`config.mk`:
```
export PLATFORM = sky130hd
export DESIGN_NAME = lightsaber_length_ctrl
export DESIGN_NICKNAME = d
export VERILOG_FILES = /design/src/rtl/lightsaber_length_ctrl.sv
export SDC_FILE = /design/constraint.sdc
export NUM_CORES = 1
export LEC_CHECK = 0
export CAP_MARGIN = 30
export CORE_MARGIN = 3
export CORE_UTILIZATION = 45
export CTS_BUF_LIST = sky130_fd_sc_hd__clkbuf_2
export DETAILED_ROUTE_END_ITERATION = 8
export PLACE_DENSITY = 0.73
export SETUP_SLACK_MARGIN = 0.3
export SLEW_MARGIN = 20
export SYNTH_ARGS = -nofsm -noshare
export SYNTH_HDL_FRONTEND = slang
export SYNTH_SLANG_ARGS = --single-unit
export TNS_END_PERCENT = 20
```
`constraint.sdc`:
```
create_clock -name clk -period 6.4 [get_ports clk]
set_input_delay 1.92 -clock clk [delete_from_list [all_inputs] [get_ports clk]]
set_output_delay 1.92 -clock clk [all_outputs]
set_load 0.05 [all_outputs]
```
`src/rtl/lightsaber_length_ctrl.sv`:
```
// Blade length ramp sequencer: ignite extends to a latched target, a second ignite retracts to zero.
// Build macro LIGHTSABER_LEN_ADJUST_EN adds adj_up/adj_down single-step trimming while ON.
module lightsaber_length_ctrl #(
  parameter int STEP_DIV = 4,
  parameter int DEC_TOP  = 63,
  parameter int MAX_INT  = 3,
  parameter int MAX_DEC  = 0
) (
  input  logic       clk,
  input  logic       rst,
  input  logic       ignite,
  input  logic [1:0] tgt_int,
  input  logic [5:0] tgt_dec,
`ifdef LIGHTSABER_LEN_ADJUST_EN
  input  logic       adj_up,
  input  logic       adj_down,
`endif
  output logic [1:0] len_int,
  output logic [5:0] len_dec,
  output logic       len_en,
  output logic       busy,
  output logic [1:0] state
);

  localparam int            PW        = (STEP_DIV > 1) ? $clog2(STEP_DIV) : 1;
  localparam logic [PW-1:0] PRE_TOP   = PW'(STEP_DIV - 1);
  localparam logic [5:0]    DEC_TOP_V = 6'(DEC_TOP);
  localparam logic [1:0]    MAX_INT_V = 2'(MAX_INT);
  localparam logic [5:0]    MAX_DEC_V = 6'(MAX_DEC);

  typedef enum logic [1:0] {
    S_OFF     = 2'b00,
    S_EXTEND  = 2'b01,
    S_ON      = 2'b10,
    S_RETRACT = 2'b11
  } state_t;

  state_t        state_reg, state_next;
  logic [PW-1:0] pre_reg, pre_next;
  logic [1:0]    len_int_reg, len_int_next, tgt_int_reg, tgt_int_next;
  logic [5:0]    len_dec_reg, len_dec_next, tgt_dec_reg, tgt_dec_next;
  logic          len_en_reg, len_en_next, busy_reg, busy_next;

  logic [1:0] up_int, dn_int, cl_int;
  logic [5:0] up_dec, dn_dec, cl_dec;
  logic       at_tgt, up_at_tgt, at_zero, dn_at_zero, at_max, above_min, pre_done;
  logic       adj_up_req, adj_dn_req;

`ifdef LIGHTSABER_LEN_ADJUST_EN
  // Ignite or a contradictory pair cancels the adjust request.
  assign adj_up_req = adj_up & ~adj_down & ~ignite;
  assign adj_dn_req = adj_down & ~adj_up & ~ignite;
`else
  assign adj_up_req = 1'b0;
  assign adj_dn_req = 1'b0;
`endif

  // One decimal step up/down with carry/borrow between the two fields.
  always_comb begin
    if (len_dec_reg == DEC_TOP_V) begin
      up_int = len_int_reg + 2'd1;
      up_dec = 6'd0;
    end else begin
      up_int = len_int_reg;
      up_dec = len_dec_reg + 6'd1;
    end
    if (len_dec_reg == 6'd0) begin
      dn_int = len_int_reg - 2'd1;
      dn_dec = DEC_TOP_V;
    end else begin
      dn_int = len_int_reg;
      dn_dec = len_dec_reg - 6'd1;
    end
  end

  // Target clamp: decimal field first, then the whole value against the maximum.
  always_comb begin
    cl_int = tgt_int;
    cl_dec = (tgt_dec > DEC_TOP_V) ? DEC_TOP_V : tgt_dec;
    if ({cl_int, cl_dec} > {MAX_INT_V, MAX_DEC_V}) begin
      cl_int = MAX_INT_V;
      cl_dec = MAX_DEC_V;
    end
  end

  assign at_tgt     = ({len_int_reg, len_dec_reg} == {tgt_int_reg, tgt_dec_reg});
  assign up_at_tgt  = ({up_int, up_dec} == {tgt_int_reg, tgt_dec_reg});
  assign at_zero    = ({len_int_reg, len_dec_reg} == 8'd0);
  assign dn_at_zero = ({dn_int, dn_dec} == 8'd0);
  assign at_max     = ({len_int_reg, len_dec_reg} >= {MAX_INT_V, MAX_DEC_V});
  assign above_min  = ({len_int_reg, len_dec_reg} > 8'd1);
  assign pre_done   = (pre_reg == PRE_TOP);

  always_comb begin
    state_next   = state_reg;
    pre_next     = pre_reg;
    len_int_next = len_int_reg;
    len_dec_next = len_dec_reg;
    tgt_int_next = tgt_int_reg;
    tgt_dec_next = tgt_dec_reg;
    len_en_next  = 1'b0;

    case (state_reg)
      S_OFF: begin
        if (ignite) begin
          state_next   = S_EXTEND;
          pre_next     = '0;
          tgt_int_next = cl_int;
          tgt_dec_next = cl_dec;
        end
      end
      S_EXTEND: begin
        if (ignite) begin
          state_next = S_RETRACT;
          pre_next   = '0;
        end else if (at_tgt) begin
          // Covers a zero target and a reversal caught before its first step.
          state_next = S_ON;
          pre_next   = '0;
        end else if (pre_done) begin
          len_int_next = up_int;
          len_dec_next = up_dec;
          len_en_next  = 1'b1;
          pre_next     = '0;
          if (up_at_tgt) state_next = S_ON;
        end else begin
          pre_next = pre_reg + PW'(1);
        end
      end
      S_ON: begin
        if (ignite) begin
          state_next = S_RETRACT;
          pre_next   = '0;
        end else if (adj_up_req && !at_max) begin
          len_int_next = up_int;
          len_dec_next = up_dec;
          tgt_int_next = up_int;
          tgt_dec_next = up_dec;
          len_en_next  = 1'b1;
        end else if (adj_dn_req && above_min) begin
          len_int_next = dn_int;
          len_dec_next = dn_dec;
          tgt_int_next = dn_int;
          tgt_dec_next = dn_dec;
          len_en_next  = 1'b1;
        end
      end
      S_RETRACT: begin
        if (ignite) begin
          state_next = S_EXTEND;
          pre_next   = '0;
        end else if (at_zero) begin
          state_next = S_OFF;
          pre_next   = '0;
        end else if (pre_done) begin
          len_int_next = dn_int;
          len_dec_next = dn_dec;
          len_en_next  = 1'b1;
          pre_next     = '0;
          if (dn_at_zero) state_next = S_OFF;
        end else begin
          pre_next = pre_reg + PW'(1);
        end
      end
      default: state_next = S_OFF;
    endcase

    busy_next = (state_next == S_EXTEND) || (state_next == S_RETRACT);
  end

  always_ff @(posedge clk) begin
    if (rst) begin
      state_reg   <= S_OFF;
      pre_reg     <= '0;
      len_int_reg <= '0;
      len_dec_reg <= '0;
      tgt_int_reg <= '0;
      tgt_dec_reg <= '0;
      len_en_reg  <= 1'b0;
      busy_reg    <= 1'b0;
    end else begin
      state_reg   <= state_next;
      pre_reg     <= pre_next;
      len_int_reg <= len_int_next;
      len_dec_reg <= len_dec_next;
      tgt_int_reg <= tgt_int_next;
      tgt_dec_reg <= tgt_dec_next;
      len_en_reg  <= len_en_next;
      busy_reg    <= busy_next;
    end
  end

  assign len_int = len_int_reg;
  assign len_dec = len_dec_reg;
  assign len_en  = len_en_reg;
  assign busy    = busy_reg;
  assign state   = state_reg;

endmodule

```
Word-level counts from Yosys, hierarchy flattened
Index checks and enable logic that the tools add are counted.
{"block": "op_classes", "addsub": 5, "order_cmp": 2, "n_eq_ne": 16, "n_mux": 45, "reduce_logical": 9}
{"operator": "$mux 6", "count": 10}
{"operator": "$mux 2", "count": 25}
{"operator": "$eq 8x8->1", "count": 2}
{"operator": "$logic_not 8->1", "count": 2}
{"operator": "$ne 2x2->1 const B", "count": 6}
{"operator": "$pmux 6 s2", "count": 1}
{"operator": "$eq 2x2->1 const B", "count": 4}
{"operator": "$gt 8x8->1 const B", "count": 1}
{"operator": "$pmux 2 s4", "count": 1}
{"operator": "$reduce_and 7->1", "count": 1}
{"operator": "$add 6x1->6 const B", "count": 1}
{"operator": "$eq 6x6->1 const B", "count": 1}
{"operator": "$gt 6x6->1 const B", "count": 1}
{"operator": "$logic_not 6->1", "count": 1}
{"operator": "$pmux 2 s3", "count": 1}
{"operator": "$sub 6x1->6 const B", "count": 1}
{"operator": "$mux 1", "count": 5}
{"operator": "$add 2x1->2 const B", "count": 2}
{"operator": "$eq 2x1->1 const B", "count": 2}
{"operator": "$pmux 2 s2", "count": 1}
{"operator": "$logic_not 2->1", "count": 1}
{"operator": "$ne 2x1->1 const B", "count": 1}
{"operator": "$pmux 1 s2", "count": 1}
{"operator": "$reduce_and 2->1", "count": 1}
{"operator": "4 further kinds", "count": 4}
{"block": "totals", "register_bits": 22, "inputBits": 11, "elab_cells": 85}

Logic depth before layout (Yosys ltp)
Gate-level depths: netlist of run 1.
{"block": "logic_depth", "depth_word": 10, "depth_mapped": 10}

Least setup slack after synthesis of run 1
OpenSTA, ideal clock, no wires.
{"block": "synth_path", "path_type": "input -> register", "start": "input port ignite", "end": "register len_int_reg[1], in the netlist len_int[1]", "arrival_time_ns": 2.867, "path_slack_ns": 3.430, "stages": 4, "n_path_buf": 1, "cell_sequence": "clkbuf_1 -> nor3_2 -> a21oi_1 -> a2111oi_2"}
{"block": "synth_via", "elab_chain_cells": 2, "elab_cells_between_ends": 3, "cone_classes": "eq/ne (2); reduce/logical (1)"}
{"element": "from (decl)", "line": "11", "text": "input logic ignite,"}
{"element": "$ne 2x2->1 (no source line)"}
{"element": "$reduce_and 7->1 (no source line) *"}
{"element": "to (signal assigned)", "line": "184", "text": "len_int_reg <= len_int_next;"}
{"element": "to (decl)", "line": "40", "text": "logic [1:0] len_int_reg, len_int_next, tgt_int_reg, tgt_int_next;"}
Mark *: on every way between the ends. The rest lies on a longest branch, timed or not.
A chain may end at the register's enable or synchronous reset.

Worst setup path in the final report of run 1
{"block": "layout_path", "start": "register len_dec_reg[3], in the netlist len_dec[3]", "end": "output port len_dec[3]"}
{"element": "from (decl)", "line": "41", "text": "logic [5:0] len_dec_reg, len_dec_next, tgt_dec_reg, tgt_dec_next;"}
{"element": "from (signal assigned)", "line": "185", "text": "len_dec_reg <= len_dec_next;"}
{"element": "to (decl)", "line": "19", "text": "output logic [5:0] len_dec,"}
No word-level cell between the ends.

==> flow_metrics.tcl, run 1 <==
set metrics [dict create \
    status "completed" \
    r2r-end "busy" \
    powerDensity_nw_per_um2 146 \
    syn_area_per_cell_um2 8.01 \
    grt_pass1_vias 1382 \
    grt_first_pass_wirelength_um 6330 \
    routed_wirelength_um 3730 \
    syn_inst 197 \
    ys_top_cells_by_area "dfxtp_1, xnor2_1, nand2_1" \
    die_y_um 65.2 \
    die_w_um 65.2 \
    h-tree-depth 1 \
    fin_crit_sh_pct 60.1 \
    whs_endpoint "tgt_int_reg[0]" \
    cts_made_buffers 3 \
    max-clock-path-buffers 2 \
    vdd_drop_max_mv 0.0872 \
    multiInputGateArea_um2 1030 \
    yosys.area.top_type_share_pct 26.6 \
    seqCellArea_um2 420 \
    crit_family "buffers and inverters" \
    syn_to_final_growth_pct 13.2 \
    ff2ff_path_depth 8 \
    post_cts_resized 0 \
    utilization_pct 55.7 \
    setup_tns_ns 0 \
    r2r-start "len_dec[0]" \
    place.gp.congestion 0.879 \
    worst_slew_pin_slew_ns 0.764 \
    hpwl_um 2870 \
    cp_slowest_cell "clkdlybuf4s50_1" \
    dr.pass1.iters 4 \
    required_ns 4.48 \
    hold_violations 0 \
    max_freq_ghz 0.260 \
    drcViolationCount 0 \
    power_leakage_nw 0.564 \
    routedWlPerCell_um 14.7 \
    async_flop_share_pct 0 \
    postCtsSetupBuffers 0 \
    crit_arrival_ns 1.93 \
    cts_tree "done" \
    layout-drive-gt1-share_pct 8.57 \
    rows 20 \
    slew_violations 0 \
    cp_max_fo 12 \
    cap_violations 0 \
    cp-end-kind "output pin" \
    max_slew_margin_pct 48.9 \
    fillers 336 \
    via_per_inst 5.85 \
    yosys.area.top_type "dfxtp_1" \
    final_common_cell "nand2_1" \
    num-nets-final 228 \
    cts.sinks 21 \
    numPortBuffers 22 \
    ant_nets 0 \
    grt_antenna_before_repair 0 \
    hold_depth 2 \
    layout_common_cells "nand2_1, clkdlybuf4s50_1, dfxtp_1, a21oi_1, xnor2_1" \
    initial_core_util_pct 49.3 \
    finalSetupViolCount 0 \
    ctsHoldBuffers 0 \
    crit_type "reg2out" \
    cts-root-buf "clkbuf_2" \
    start_kind "flip-flop" \
    yosys_warnings 0 \
    vias 1486 \
    grt_start_max_net_pins 23 \
    syn-cell-area_um2 1580 \
    coreArea_um2 3200 \
    ys_types 54 \
    synth-main-ff-cell "dfxtp_1" \
    hp-class "reg2reg" \
    grt_usage_pct 18.6 \
    clock_latency_ns 0.33 \
    rrSetupSlack_ns 3.67 \
    min_period_ns 3.85 \
    max_stage_delay_ns 0.91 \
    synth_nets 214 \
    hp-start "tgt_int_reg[0]" \
    dr.first_iter.drc_count 79 \
    num_io_pins 23 \
    ys_ff_latch 21 \
    clk_pin_slew_worst_paths_ns 0.22 \
    synth_edf_count 0 \
    synth-seq-area-share_pct 26.6 \
    dieArea_um2 4250 \
    clock_skew_ns 0.0150 \
    cp_cell_sequence "clkdlybuf4s50_1" \
    rsz0062_at_grt "false" \
    grt_remaining_overflow 0 \
    crit_buf_inv 1 \
    num_antenna_cells 0 \
]
==> per-stage QoR <==
step | worst slack, ns | instances | instance area (um2) | total power, mW | hold slack (ns)
floorplan | 3.43 | 197 | 1580 | 0.187 | 0.444
global placement | 2.91 | 250 | 1760 | 0.204 | 0.454
detailed placement | 2.86 | 250 | 1760 | 0.205 | 0.465
CTS | 2.54 | 254 | 1790 | 0.260 | 0.489
global route | 2.48 | 254 | 1790 | 0.270 | 0.518
finish | 2.55 | 254 | 1790 | 0.260 | 0.485
==> cell type report <==
type	count	area share (%)
sequential	21	23.5
clock inverter	1	0.420
inverter	10	2.10
clock buffer	3	0.841
timing repair buffer	22	12.3
multi-input combinational	153	57.7
tap	44	3.08
==> Yosys cell counts, types with 2 or more instances <==
| cell | number |
|---|---|
| nand2_1 | 26 |
| dfxtp_1 | 21 |
| a21oi_1 | 17 |
| xnor2_1 | 12 |
| inv_1 | 10 |
| nand3_1 | 10 |
| o21ai_0 | 9 |
| nor2_1 | 7 |
| nor3_1 | 7 |
| ha_1 | 6 |
| buf_6 | 4 |
| clkbuf_1 | 4 |
| nand2b_1 | 4 |
| nand4_1 | 4 |
| and2_1 | 3 |
| buf_2 | 3 |
| a211o_1 | 2 |
| a21boi_0 | 2 |
| a311oi_1 | 2 |
| buf_4 | 2 |
| mux2i_1 | 2 |
| nor2_2 | 2 |
| nor3_2 | 2 |
| nor4_1 | 2 |
| o311ai_0 | 2 |
| or3_1 | 2 |
| xnor2_2 | 2 |
| xor2_1 | 2 |
==> layer usage <==
layer / GRT usage, % / vias to the layer above / routed length (um)
met2: 31.1 / 58 / 1810
met4: 6.22 / 0 / 41
met1: 24.7 / 695 / 1660
li1: - / 728 / -
met5: 0 / - / 0
met3: 2.05 / 5 / 213
==> cells by family (layout without fill, tap and decap cells) <==
group           count (synthesis)  after routing  synth area share, %
xor+xnor                       16             16                 9.83
flops                          21             21                 26.6
mux                             3              3                 1.98
compound gates                 50             50                 22.8
buf+inv                        23             36                 8.09
fa+ha+maj                       6              6                 4.76
simple gates                   78             78                 25.9
==> report_power, final <==
| part | internal, mW | switching [mW] | leakage [nW] |
|---|---|---|---|
| logic | 0.0245 | 0.0350 | 0.380 |
| registers | 0.136 | 0.00727 | 0.171 |
| clock network | 0.0145 | 0.0427 | 0.0126 |
==> worst max-delay path by stage <==
stage          startpoint         end  depth (start not counted)  slack [ns]
2_1_floorplan      ignite  len_int[1]                          4        3.43
3_3_place_gp       ignite  len_int[1]                          4        2.91
3_5_place_dp          rst        busy                          4        2.86
4_1_cts        len_dec[3]  len_dec[3]                          1        2.54
5_1_grt        len_dec[2]  len_dec[2]                          1        2.48
6_report       len_dec[3]  len_dec[3]                          1        2.55
Power figures use the tool's default switching activity.
==> run 2: changes to the inputs <==
Settings changed: PLACE_DENSITY 0.73 to 0.76.
Clock period 6.4 ns to 3.4 ns, I/O delays scaled along.
==> run 2 against run 1 <==
  * Wire length fell by 3.8%
  * Die area unchanged
  * Combinational power grew 87%
  * Power rose by 90%
  * Critical path type unchanged
==> flow_metrics.tcl, run 2 (same netlist as run 1, synthesis figures left out) <==
set metrics [dict create \
    rows 20 \
    clock_latency_ns 0.33 \
    grt_usage_pct 17.6 \
    hold_violations 0 \
    finalSetupViolCount 0 \
    max_slew_margin_pct 60.6 \
    place_inst 252 \
    totalPowerFinal_uw 494 \
    hp-class "reg2reg" \
    initial_core_util_pct 49.3 \
    rsz0062_at_grt "false" \
    cts-root-buf "clkbuf_2" \
    fin_crit_sh_pct 87.3 \
    final.setup.worst_slack_ns 0.431 \
    max_stage_delay_ns 0.91 \
    dr.pass1.iters 4 \
    min_period_ns 2.97 \
    num_io_pins 23 \
    crit_arrival_ns 1.95 \
    cp_max_fo 12 \
    num_antenna_cells 0 \
    coreArea_um2 3200 \
    start_kind "flip-flop" \
    grt_pass1_vias 1281 \
    routedWlPerCell_um 14.0 \
    routed_wirelength_um 3590 \
    post_cts_resized 0 \
    die_y_um 65.2 \
    dr.first_iter.drc_count 83 \
    stdcell_area_um2 1800 \
    status "completed" \
    hpwl_um 2730 \
    dieArea_um2 4250 \
    cap_violations 0 \
    drcViolationCount 0 \
    worst_slew_pin_slew_ns 0.586 \
    syn_to_final_growth_pct 14.0 \
    cts.sinks 21 \
    setup_tns_ns 0 \
    clock_skew_ns 0.00351 \
    ctsHoldBuffers 0 \
    vias 1415 \
    cp_cell_sequence "clkdlybuf4s50_1" \
    cp-end-kind "output pin" \
    clk_pin_slew_worst_paths_ns 0.21 \
    cts_tree "done" \
    cp_slowest_cell "clkdlybuf4s50_1" \
    num-nets-final 230 \
    placed_cell_area_um2 1780 \
    power_leakage_nw 0.578 \
    grt_remaining_overflow 0 \
    crit_family "buffers and inverters" \
    via_per_inst 5.53 \
    layout-drive-gt1-share_pct 9.43 \
    grt_antenna_before_repair 0 \
    cts_made_buffers 3 \
    max-clock-path-buffers 2 \
    die_w_um 65.2 \
    timing.hold.ws_ns 0.480 \
    layout_common_cells "nand2_1, clkdlybuf4s50_1, dfxtp_1, a21oi_1, xnor2_1" \
    crit_buf_inv 1 \
    fin_cells 256 \
    final_common_cell "nand2_1" \
    numPortBuffers 22 \
    h-tree-depth 1 \
    postCtsSetupBuffers 0 \
    vdd_drop_max_mv 0.188 \
    multiInputGateArea_um2 1030 \
    slew_violations 0 \
    crit_type "reg2out" \
    grt_first_pass_wirelength_um 5970 \
    pre_cts_ws_ns 0.759 \
    place.gp.congestion 0.911 \
    powerDensity_nw_per_um2 275 \
    max_freq_ghz 0.337 \
    grt_start_max_net_pins 16 \
    rrSetupSlack_ns 0.82 \
    utilization_pct 56.1 \
    ant_nets 0 \
    seqCellArea_um2 420 \
    fillers 324 \
    required_ns 2.38 \
]
==> run 2: changes by cell type in the layout (fill, tap and decap cells not counted) <==
cell        previous run  this run
buf_4                  0         2
clkinvlp_4             1         0
clkbuf_2               3         4
==> run 2: path summary, 6_finish.rpt <==
path                  start  cells after the start              to
min reg2reg  tgt_dec_reg[2]                      2  tgt_dec_reg[2]
max              len_dec[3]                      1      len_dec[3]
min          tgt_dec_reg[2]                      2  tgt_dec_reg[2]
max reg2reg      len_dec[1]                      8            busy
==> run 2: final cells by class <==
cell class / count / area share (%)
inverters: 10 / 2.09
multi-input cells: 153 / 57.3
clock buffers: 4 / 1.11
repair buffers: 24 / 13.1
flip-flops and latches: 21 / 23.4
well taps: 44 / 3.06
==> run 2: routing by layer <==
layer	GRT usage [%]	share of wire, %	up-vias
li1	-	-	730
met1	25.9	51	630
met2	26.0	42	47
met3	1.71	4.9	8
met4	7.25	2.1	0
met5	0	0	-
==> run 2: report_power, final <==
group          internal (mW)  switching [mW]
sequential             0.256          0.0136
combinational         0.0468          0.0642
clock                 0.0311          0.0822
==> run 3: changes to the inputs <==
Settings changed: GPL_TIMING_DRIVEN from default to 1, HOLD_SLACK_MARGIN from default to 0.06, SKIP_LAST_GASP from default to 1.
==> results of run 3 <==
No change in the layout: final DEF, timing and power equal those of run 2.
